===== src/rtl/overload_tx_if.sv =====
// Bit-strobe, bus-level and status bundle between the overload transmitter and its neighbours
// (frame-maker logic, bit-timing unit and CAN transceiver).
interface overload_tx_if;
    logic tx_point;
    logic sample_point;
    logic can_rx;
    logic start_overload;
    logic frame_done;
    logic can_tx;
    logic busy;
    logic end_overload;
    logic bit_error;
    logic superpos_fault;
    logic req_dropped;

    modport master (
        output tx_point, sample_point, can_rx, start_overload, frame_done,
        input  can_tx, busy, end_overload, bit_error, superpos_fault, req_dropped
    );

    modport slave (
        input  tx_point, sample_point, can_rx, start_overload, frame_done,
        output can_tx, busy, end_overload, bit_error, superpos_fault, req_dropped
    );
endinterface


===== src/rtl/overload_tx.sv =====
// CAN overload-frame transmitter: drives flag and delimiter, monitors the bus every sample point.
// Optional per-frame overload limit is enabled with the CAN_OVL_LIMIT_EN macro.
module overload_tx #(
    parameter int FLAG_BITS    = 6,
    parameter int DELIM_BITS   = 8,
    parameter int MAX_SUPERPOS = 7
) (
    input  logic          clock,
    input  logic          reset,
    overload_tx_if.slave  bus
);
    localparam int MAX_A = (FLAG_BITS > DELIM_BITS) ? FLAG_BITS : DELIM_BITS;
    localparam int MAX_B = (MAX_A > MAX_SUPERPOS) ? MAX_A : MAX_SUPERPOS;
    localparam int CNT_W = $clog2(MAX_B) + 1;

    localparam logic [CNT_W-1:0] CNT_ZERO   = {CNT_W{1'b0}};
    localparam logic [CNT_W-1:0] CNT_ONE    = {{(CNT_W-1){1'b0}}, 1'b1};
    localparam logic [CNT_W-1:0] FLAG_LAST  = CNT_W'(FLAG_BITS - 1);
    localparam logic [CNT_W-1:0] DELIM_LAST = CNT_W'(DELIM_BITS - 1);
    localparam logic [CNT_W-1:0] SP_LAST    = CNT_W'(MAX_SUPERPOS - 1);

    typedef enum logic [2:0] {
        ST_IDLE     = 3'd0,
        ST_PEND     = 3'd1,
        ST_FLAG     = 3'd2,
        ST_SUPERPOS = 3'd3,
        ST_DELIM    = 3'd4
    } state_t;

    state_t           state_r;
    state_t           state_s;
    logic [CNT_W-1:0] bit_cnt_r;
    logic [CNT_W-1:0] bit_cnt_s;
    logic             can_tx_r;
    logic             busy_r;
    logic             end_r;
    logic             end_s;
    logic             err_r;
    logic             err_s;
    logic             flt_r;
    logic             flt_s;
    logic             drop_r;
    logic             drop_s;
    logic             limit_hit_s;

`ifdef CAN_OVL_LIMIT_EN
    logic [1:0] ovl_cnt_r;
    logic       ovl_inc_s;

    // Both the normal delimiter end and the restart happen on the last delimiter sample.
    assign ovl_inc_s   = bus.sample_point && (state_r == ST_DELIM) && (bit_cnt_r == DELIM_LAST);
    assign limit_hit_s = (ovl_cnt_r == 2'd2);

    // Saturating count of overload frames since the last completed data/remote frame.
    always_ff @(posedge clock) begin
        if (reset) begin
            ovl_cnt_r <= 2'd0;
        end else if (bus.frame_done) begin
            ovl_cnt_r <= 2'd0;
        end else if (ovl_inc_s && (ovl_cnt_r != 2'd2)) begin
            ovl_cnt_r <= ovl_cnt_r + 2'd1;
        end else begin
            ovl_cnt_r <= ovl_cnt_r;
        end
    end
`else
    assign limit_hit_s = 1'b0;
`endif

    // Next-state decision; bus samples act before the tx strobe so canTX follows the new state.
    always_comb begin
        state_s   = state_r;
        bit_cnt_s = bit_cnt_r;
        end_s     = 1'b0;
        err_s     = 1'b0;
        flt_s     = 1'b0;
        drop_s    = 1'b0;
        case (state_r)
            ST_IDLE: begin
                // A request coinciding with the endOverload pulse is deliberately dropped.
                if (bus.start_overload && !end_r) begin
                    if (limit_hit_s) begin
                        drop_s = 1'b1;
                    end else begin
                        state_s = ST_PEND;
                    end
                end else begin
                    state_s = ST_IDLE;
                end
            end
            ST_PEND: begin
                if (bus.tx_point) begin
                    state_s   = ST_FLAG;
                    bit_cnt_s = CNT_ZERO;
                end else begin
                    state_s = ST_PEND;
                end
            end
            ST_FLAG: begin
                if (!bus.sample_point) begin
                    state_s = ST_FLAG;
                end else if (bus.can_rx) begin
                    err_s     = 1'b1;
                    state_s   = ST_IDLE;
                    bit_cnt_s = CNT_ZERO;
                end else if (bit_cnt_r == FLAG_LAST) begin
                    state_s   = ST_SUPERPOS;
                    bit_cnt_s = CNT_ZERO;
                end else begin
                    bit_cnt_s = bit_cnt_r + CNT_ONE;
                end
            end
            ST_SUPERPOS: begin
                if (!bus.sample_point) begin
                    state_s = ST_SUPERPOS;
                end else if (bus.can_rx) begin
                    state_s   = ST_DELIM;
                    bit_cnt_s = CNT_ONE;
                end else if (bit_cnt_r == SP_LAST) begin
                    flt_s     = 1'b1;
                    state_s   = ST_IDLE;
                    bit_cnt_s = CNT_ZERO;
                end else begin
                    bit_cnt_s = bit_cnt_r + CNT_ONE;
                end
            end
            ST_DELIM: begin
                if (!bus.sample_point) begin
                    state_s = ST_DELIM;
                end else if (bit_cnt_r == DELIM_LAST) begin
                    bit_cnt_s = CNT_ZERO;
                    if (bus.can_rx) begin
                        end_s   = 1'b1;
                        state_s = ST_IDLE;
                    end else if (limit_hit_s) begin
                        drop_s  = 1'b1;
                        state_s = ST_IDLE;
                    end else begin
                        state_s = ST_PEND;
                    end
                end else if (bus.can_rx) begin
                    bit_cnt_s = bit_cnt_r + CNT_ONE;
                end else begin
                    err_s     = 1'b1;
                    state_s   = ST_IDLE;
                    bit_cnt_s = CNT_ZERO;
                end
            end
            default: begin
                state_s   = ST_IDLE;
                bit_cnt_s = CNT_ZERO;
            end
        endcase
    end

    // State, counter and all outputs are registered; canTX only changes on a tx strobe.
    always_ff @(posedge clock) begin
        if (reset) begin
            state_r   <= ST_IDLE;
            bit_cnt_r <= CNT_ZERO;
            can_tx_r  <= 1'b1;
            busy_r    <= 1'b0;
            end_r     <= 1'b0;
            err_r     <= 1'b0;
            flt_r     <= 1'b0;
            drop_r    <= 1'b0;
        end else begin
            state_r   <= state_s;
            bit_cnt_r <= bit_cnt_s;
            busy_r    <= (state_s != ST_IDLE);
            end_r     <= end_s;
            err_r     <= err_s;
            flt_r     <= flt_s;
            drop_r    <= drop_s;
            if (bus.tx_point) begin
                can_tx_r <= (state_s == ST_FLAG) ? 1'b0 : 1'b1;
            end else begin
                can_tx_r <= can_tx_r;
            end
        end
    end

    assign bus.can_tx         = can_tx_r;
    assign bus.busy           = busy_r;
    assign bus.end_overload   = end_r;
    assign bus.bit_error      = err_r;
    assign bus.superpos_fault = flt_r;
    assign bus.req_dropped    = drop_r;
endmodule


===== src/flat_wrapper.sv =====
// flat-port wrapper written by rule: the top's interface ports become plain ports
module overload_tx_flat 
#(
    parameter int FLAG_BITS    = 6,
    parameter int DELIM_BITS   = 8,
    parameter int MAX_SUPERPOS = 7
)
  (clock, reset, bus_tx_point, bus_sample_point, bus_can_rx, bus_start_overload, bus_frame_done, bus_can_tx, bus_busy, bus_end_overload, bus_bit_error, bus_superpos_fault, bus_req_dropped);
  overload_tx_if bus_i ();
  input  logic clock;
  input  logic reset;
  input wire logic [$bits(bus_i.tx_point)-1:0] bus_tx_point;
  input wire logic [$bits(bus_i.sample_point)-1:0] bus_sample_point;
  input wire logic [$bits(bus_i.can_rx)-1:0] bus_can_rx;
  input wire logic [$bits(bus_i.start_overload)-1:0] bus_start_overload;
  input wire logic [$bits(bus_i.frame_done)-1:0] bus_frame_done;
  output wire logic [$bits(bus_i.can_tx)-1:0] bus_can_tx;
  output wire logic [$bits(bus_i.busy)-1:0] bus_busy;
  output wire logic [$bits(bus_i.end_overload)-1:0] bus_end_overload;
  output wire logic [$bits(bus_i.bit_error)-1:0] bus_bit_error;
  output wire logic [$bits(bus_i.superpos_fault)-1:0] bus_superpos_fault;
  output wire logic [$bits(bus_i.req_dropped)-1:0] bus_req_dropped;
  assign bus_i.tx_point = bus_tx_point;
  assign bus_i.sample_point = bus_sample_point;
  assign bus_i.can_rx = bus_can_rx;
  assign bus_i.start_overload = bus_start_overload;
  assign bus_i.frame_done = bus_frame_done;
  assign bus_can_tx = bus_i.can_tx;
  assign bus_busy = bus_i.busy;
  assign bus_end_overload = bus_i.end_overload;
  assign bus_bit_error = bus_i.bit_error;
  assign bus_superpos_fault = bus_i.superpos_fault;
  assign bus_req_dropped = bus_i.req_dropped;
  overload_tx #(.FLAG_BITS(FLAG_BITS), .DELIM_BITS(DELIM_BITS), .MAX_SUPERPOS(MAX_SUPERPOS)) u_core (.clock(clock), .reset(reset), .bus(bus_i));
endmodule

===== config.mk =====
export PLATFORM = sky130hd
export DESIGN_NAME = overload_tx_flat
export DESIGN_NICKNAME = d
export VERILOG_FILES = /design/src/rtl/overload_tx_if.sv /design/src/rtl/overload_tx.sv /design/src/flat_wrapper.sv
export SDC_FILE = /design/constraint.sdc
export NUM_CORES = 1
export LEC_CHECK = 0
export CORE_MARGIN = 4
export CORE_UTILIZATION = 40
export DETAILED_ROUTE_END_ITERATION = 12
export HOLD_SLACK_MARGIN = 0.1
export PLACE_DENSITY = 0.62
export SYNTH_ARGS = -nofsm -noshare
export SYNTH_HDL_FRONTEND = slang
export SYNTH_SLANG_ARGS = --single-unit

===== constraint.sdc =====
create_clock -name clock -period 2.3 [get_ports clock]
set_input_delay 0.345 -clock clock [delete_from_list [all_inputs] [get_ports clock]]
set_output_delay 0.345 -clock clock [all_outputs]
set_load 0.005 [all_outputs]

==> metrics.csv, run 1 <==
metric,value,unit
routed vias/inst,5.57,
initial antenna violation count,0,
share of cells above drive strength 1,13.9,%
combinational family with the most area after synthesis,simple AND/OR/NAND/NOR gates,
met3 GRT Util,2.25,%
nature of the critical path endpoint,register,
ANT cells,0,
chip width,53.3,µm
Comb pwr share,19.5,%
Clock Skew,0.942,ps
Max Slew Vio Count,0,
Pwr Total,0.000506,W
RSZ-0062 raised after global routing,false,
post-route ant nets,0,
drt total wl,1830,µm
distinct cell type count after synthesis,42,
number of synthesis warnings,0,
pwr dens,521,nW/µm²
clock power share,33.8,%
area of the core,1960,µm²
Worst-Skew Late Latency,270,ps
worst path required time,2500,ps
TritonCTS Buffers,3,
Clock Path Buffers,2,
startpoint types,register,
nets,119,
first-pass GRT wire length,3060,µm
"EDFF count, synth",0,
number of synthesized register bits,12,
Total GRT Usage,14.5,%
Die Area,2840,µm²
syn nets,106,
arrival time worst endpoint,1980,ps
clk root buf,clkbuf_4,
Max-Slew Margin vs Limit,64.8,%
"Primary FF master, synth",dfxtp_1,
Synth Area in Adders,4.58,%
Area Overhead vs Synth,18.5,%
Post-Place Worst Slack,398,ps
FMAX,563,MHz
class of the worst hold path,reg2reg,
Final Hold Violating Endpoints,0,
Synth async-reset ratio,0,%
Detail Placement HPWL,1360,µm
status,"finished, final reports clean",
vias in the first global route,694,
met2 usage,20.6,%
1st-iter DRT viols,15,
Die Ht,53.3,µm
DR DRC count,0,
Final Setup Violations,0,
Leakage,0.349,nW
M1 GR Usage,20.2,%
Final TNS setup,0,ps
Cell Rows,16,
fin crit share,77.2,%
clock sinks,12,
largest net degree at the start of global routing,17,
final setup margin,524,ps
GPL Wtd Cong,0.894,
Mapped Cells,96,
share of power burned in registers,46.6,%
first drt pass iteration count,4,
internal power,0.000362,W
NetSw,0.000144,W
Least-Margin Pin Slew,527,ps
"Seq/Total Area, Yosys",29.3,%
Simple-Gate Fraction of Synth Area,28.9,%
Post-Synth XOR/XNOR Area,1.07,%
GRT Max-Usage Layer,met2,
"Clk pin slew, worst setup/hold paths",80,ps
I/O pin total,13,
Overflow after GRT,0,
starting density of the core,41.8,%
Netlist Area Pre-Place,820,µm²
Final min period,1780,ps
CTS tree,done,
post-synthesis compound-gate area fraction,27.0,%
vias,752,
post_cts resized,0,
setup bufs post-CTS,0,
mux contribution to synthesized area,1.37,%
H-Tree Level Count,1,
CP max FO,6,
cts hold-fix bufs,0,
Switching Fraction,28.4,%
Avg WL per Cell,13.6,µm
critical path class,reg2reg,
VDD IR-drop max,0.366,mV
Port Buffers,10,
max cap viols,0,
post-synthesis area per instance,8.54,µm²
cell type report:
type | count | area, µm²
fill | 208 | 991
multi-input combinational | 73 | 519
sequential | 12 | 240
timing repair buffer | 12 | 115
clock buffer | 4 | 36.3
tap | 27 | 33.8
inverter | 7 | 26.3
worst paths after layout:
path,startpoint,to,slack (ps),depth (start not counted)
hold / removal,u_core.bit_cnt_r[3],u_core.bit_cnt_r[3],510,1
setup / recovery,u_core.bit_cnt_r[0],u_core.bit_cnt_r[2],520,6
hold reg to reg,u_core.bit_cnt_r[3],u_core.bit_cnt_r[3],510,1
setup reg to reg,u_core.bit_cnt_r[0],u_core.bit_cnt_r[2],520,6
cells in the mapped netlist, types with 2 or more instances:
master     number  area [µm²]
or3_1           2        12.5
o21ai_0         4        20.0
dfxtp_1        12         240
a31oi_1         4        25.0
and3b_1         3        26.3
a211oi_1        2        15.0
nand2_1         4        15.0
nor2_1          9        33.8
inv_1           7        26.3
buf_4           2        15.0
a21oi_1         2        10.0
o211ai_1        2        15.0
ha_1            3        37.5
nand2b_1        2        12.5
o2bb2ai_1       2        17.5
nor3_1         10        50.1
flip-flops by register name, summed over array words and instances (netlist names):
name	flops
u_core.bit_cnt_r	4
u_core.bus.bit_error	1
u_core.bus.busy	1
u_core.bus.can_tx	1
u_core.bus.end_overload	1
u_core.bus.superpos_fault	1
u_core.state_r	3
stage by stage:
stage	instances	hold slack [ps]	area, µm²	utilization, %
finish	135	509	971	49.5
global route	135	534	971	49.5
CTS	135	513	971	49.5
detailed placement	131	498	935	47.6
global placement	131	501	935	47.6
floorplan	96	407	820	-
routing by layer:
metal | part of all wire [%] | wire, µm | vias up
met5 | 0 | 0 | -
met4 | 1.3 | 23 | 0
met3 | 4.3 | 78 | 4
met2 | 45 | 823 | 24
met1 | 49 | 905 | 343
li1 | - | - | 381
power by group through the flow:
stage	clock (W)	sequential, W	combinational (W)
2_1_floorplan	0	0.000229	0.0000783
3_3_place_gp	0	0.000240	0.0000976
4_1_cts	0.000176	0.000235	0.0000982
5_1_grt	0.000184	0.000238	0.000109
3_5_place_dp	0	0.000240	0.0000975
6_report	0.000171	0.000236	0.0000988
worst max-delay path, cell delays in order (launching register included):
cell and delay, ps:
dfxtp_1 430, inv_1 70, ha_1 250, mux2_1 330, a211oi_2 310, o2111ai_1 140, a31oi_1 180
cells by family (layout without fill, tap and decap cells):
kind of cell	Yosys count	count (layout)
flops	12	12
mux	1	1
fa+ha+maj	3	3
other cells	1	1
compound gates	27	27
buf+inv	11	23
xor+xnor	1	1
simple gates	40	40
cell usage in the layout (no fill, tap or decap), drive strengths merged, types with 2 or more instances in the layout:
master | netlist | layout
o21ai | 4 | 4
and2b | 2 | 2
clkdlybuf4s50 | 0 | 10
o211ai | 2 | 2
buf | 3 | 2
clkbuf | 1 | 4
dfxtp | 12 | 12
and3b | 3 | 3
nand2b | 3 | 3
a211oi | 3 | 3
ha | 3 | 3
nand2 | 4 | 4
nor2 | 9 | 9
o2bb2ai | 2 | 2
nor3 | 10 | 10
a21oi | 3 | 3
or3 | 2 | 2
inv | 7 | 7
a31oi | 4 | 4
Power figures use the tool's default switching activity.
==> run 2, diff against run 1 <==
--- a/config.mk
+++ b/config.mk
@@ -9,7 +9,7 @@
 export CORE_UTILIZATION = 40
 export DETAILED_ROUTE_END_ITERATION = 12
 export HOLD_SLACK_MARGIN = 0.1
-export PLACE_DENSITY = 0.62
+export PLACE_DENSITY = 0.65
 export SYNTH_ARGS = -nofsm -noshare
 export SYNTH_HDL_FRONTEND = slang
 export SYNTH_SLANG_ARGS = --single-unit
==> constraint.sdc (replaced) <==
create_clock -name clock -period 1.6 [get_ports clock]
set_input_delay 0.24 -clock clock [delete_from_list [all_inputs] [get_ports clock]]
set_output_delay 0.24 -clock clock [all_outputs]
set_load 0.005 [all_outputs]
==> metrics.csv, run 2 (synthesis results as in run 1) <==
metric,value,unit,change
status,"finished, final reports clean",,
Detail Placement HPWL,1620,µm,+19%
"commonest non-fill, non-tap cell in the layout",buf_4,,
Hold Path Cell Cnt,1,,unchanged
post-route ant nets,0,,unchanged
Die Area,2840,µm²,unchanged
area of the core,1960,µm²,unchanged
"commonest non-fill, non-tap cells in the layout","buf_4, clkdlybuf4s50_1, nor3_1, nor2_1, dfxtp_1",,
share of cells above drive strength 1,36.9,%,+23 points
Leakage,0.465,nW,+33%
Hold EP,u_core.bit_cnt_r[3],,
vias,830,,+10%
vias in the first global route,790,,+14%
biggest registers after layout,"u_core.bit_cnt_r x4, u_core.state_r x3",,
Final min period,1590,ps,-191 ps
Max Slew Vio Count,0,,unchanged
Clock Skew,3.04,ps,+2.10 ps
worst path required time,1800,ps,-700 ps
arrival time worst endpoint,1790,ps,-190 ps
DR DRC count,0,,unchanged
Placement Cell Area,1100,µm²,+18%
FF-to-FF setup slack,10,ps,-510 ps
chip width,53.3,µm,unchanged
max cap viols,0,,unchanged
starting density of the core,41.8,%,unchanged
H-Tree Level Count,1,,unchanged
1st-iter DRT viols,36,,+21
nets,141,,+18%
FF/Latch Area,249,µm²,+3.6%
fin crit share,99.1,%,+22 points
worst r2r src,u_core.bit_cnt_r[0],,
Final TNS setup,0,ps,unchanged
Total GRT Usage,17.3,%,+2.8 points
Hold Crit Start,u_core.bit_cnt_r[3],,
setup bufs post-CTS,0,,unchanged
"Clk pin slew, worst setup/hold paths",70,ps,about the same
reg2reg path depth,7,,+1
Clock Path Buffers,2,,unchanged
internal power,0.000551,W,+52%
critical path class,reg2reg,,
post-route cell area,1200,µm²,+23%
max FFs per register,4,,unchanged
Final Hold Violating Endpoints,0,,unchanged
Switching Fraction,28.1,%,-0.35 points
clock sinks,12,,unchanged
Multi-input gate area,568,µm²,+9.4%
Top reg by flops,u_core.bit_cnt_r,,
ANT cells,0,,unchanged
Overflow after GRT,0,,unchanged
startpoint types,register,,
CTS tree,done,,
drt total wl,2200,µm,+20%
largest net degree at the start of global routing,10,,-7
Comb pwr share,25.7,%,+6.2 points
clock power share,31.6,%,-2.2 points
Area Overhead vs Synth,46.0,%,
Cell Rows,16,,unchanged
nature of the critical path endpoint,register,,
CP max FO,4,,-2
TritonCTS Buffers,3,,unchanged
RSZ-0062 raised after global routing,true,,
I/O pin total,13,,unchanged
worst r2r dst,u_core.bit_cnt_r[3],,
class of the worst hold path,reg2reg,,
Final Setup Violations,0,,unchanged
NetSw,0.000215,W,+50%
routed vias/inst,5.29,,-5.1%
clk root buf,clkbuf_4,,
Avg WL per Cell,14.0,µm,+3.2%
Die Ht,53.3,µm,unchanged
Filler cells,179,,-14%
cts hold-fix bufs,0,,unchanged
first drt pass iteration count,4,,unchanged
share of power burned in registers,42.7,%,-3.9 points
VDD IR-drop max,0.414,mV,+13%
GPL Wtd Cong,0.875,,-2.2%
FMAX,631,MHz,+12%
first-pass GRT wire length,3590,µm,+18%
initial antenna violation count,0,,unchanged
Port Buffers,10,,unchanged
pwr dens,641,nW/µm²,+23%
Worst-Skew Late Latency,270,ps,about the same
run 2: cell types whose count changed in the layout (fill, tap and decap cells not counted), sizes merged:
cell and change:
buf +22
run 2: timing repair:
action	4_1_cts	5_1_grt
cloned	0	0
pin swaps	3	6
resized for setup	5	14
setup endpoints to repair	5	7
run 2: stage by stage:
step                      utilization (%)  power, W  worst slack (ps)  std cells  hold WS (ps)
after floorplan                         -  0.000442              26.9         96           302
after global placement               56.1  0.000520              -120        153           496
after detailed placement             56.1  0.000523              -119        153           510
after CTS                            58.5  0.000767             0.740        157           529
after global routing                 61.0  0.000807             -77.8        157           557
final                                61.0  0.000766              14.4        157           532
run 2: final cells by class:
cell class	instances	share of cell area, %
Clock buffer	4	3.03
Inverter	7	2.41
Multi-Input combinational cell	73	47.5
Sequential cell	12	20.8
Tap cell	27	2.82
Timing Repair Buffer	34	23.4
run 2: power by group through the flow:
stage / Combinational [W] / Sequential [W] / Clock [W]
2_1_floorplan: 0.000113 / 0.000330 / 0
4_1_cts: 0.000191 / 0.000330 / 0.000246
5_1_grt: 0.000215 / 0.000330 / 0.000263
3_5_place_dp: 0.000187 / 0.000336 / 0
6_report: 0.000197 / 0.000327 / 0.000242
3_3_place_gp: 0.000184 / 0.000335 / 0
run 2: worst max-delay path by stage:
stage / start / cells after the start / end
global placement: bus_can_rx / 6 / u_core.bus.busy
global route: u_core.bit_cnt_r[1] / 6 / u_core.bus.can_tx
floorplan: u_core.bit_cnt_r[0] / 6 / u_core.bit_cnt_r[2]
CTS: u_core.bit_cnt_r[1] / 7 / u_core.bit_cnt_r[3]
finish: u_core.bit_cnt_r[0] / 7 / u_core.bit_cnt_r[3]
detailed placement: bus_sample_point / 5 / u_core.bit_cnt_r[2]
run 2: worst max-delay path: stages, from the launching register on:
cell and delay [ps]:
dfxtp_4 400, inv_2 40, ha_2 170, mux2_4 280
a211oi_4 290, buf_4 160, nor2_1 30, o2bb2ai_1 140
run 2: layer usage:
layer / GRT usage, % / vias to the layer above / share of wire (%)
li1: - / 427 / -
met1: 24.2 / 371 / 48
met2: 25.3 / 30 / 46
met3: 4.51 / 2 / 5.1
met4: 5.53 / 0 / 0.50
met5: 0 / - / 0
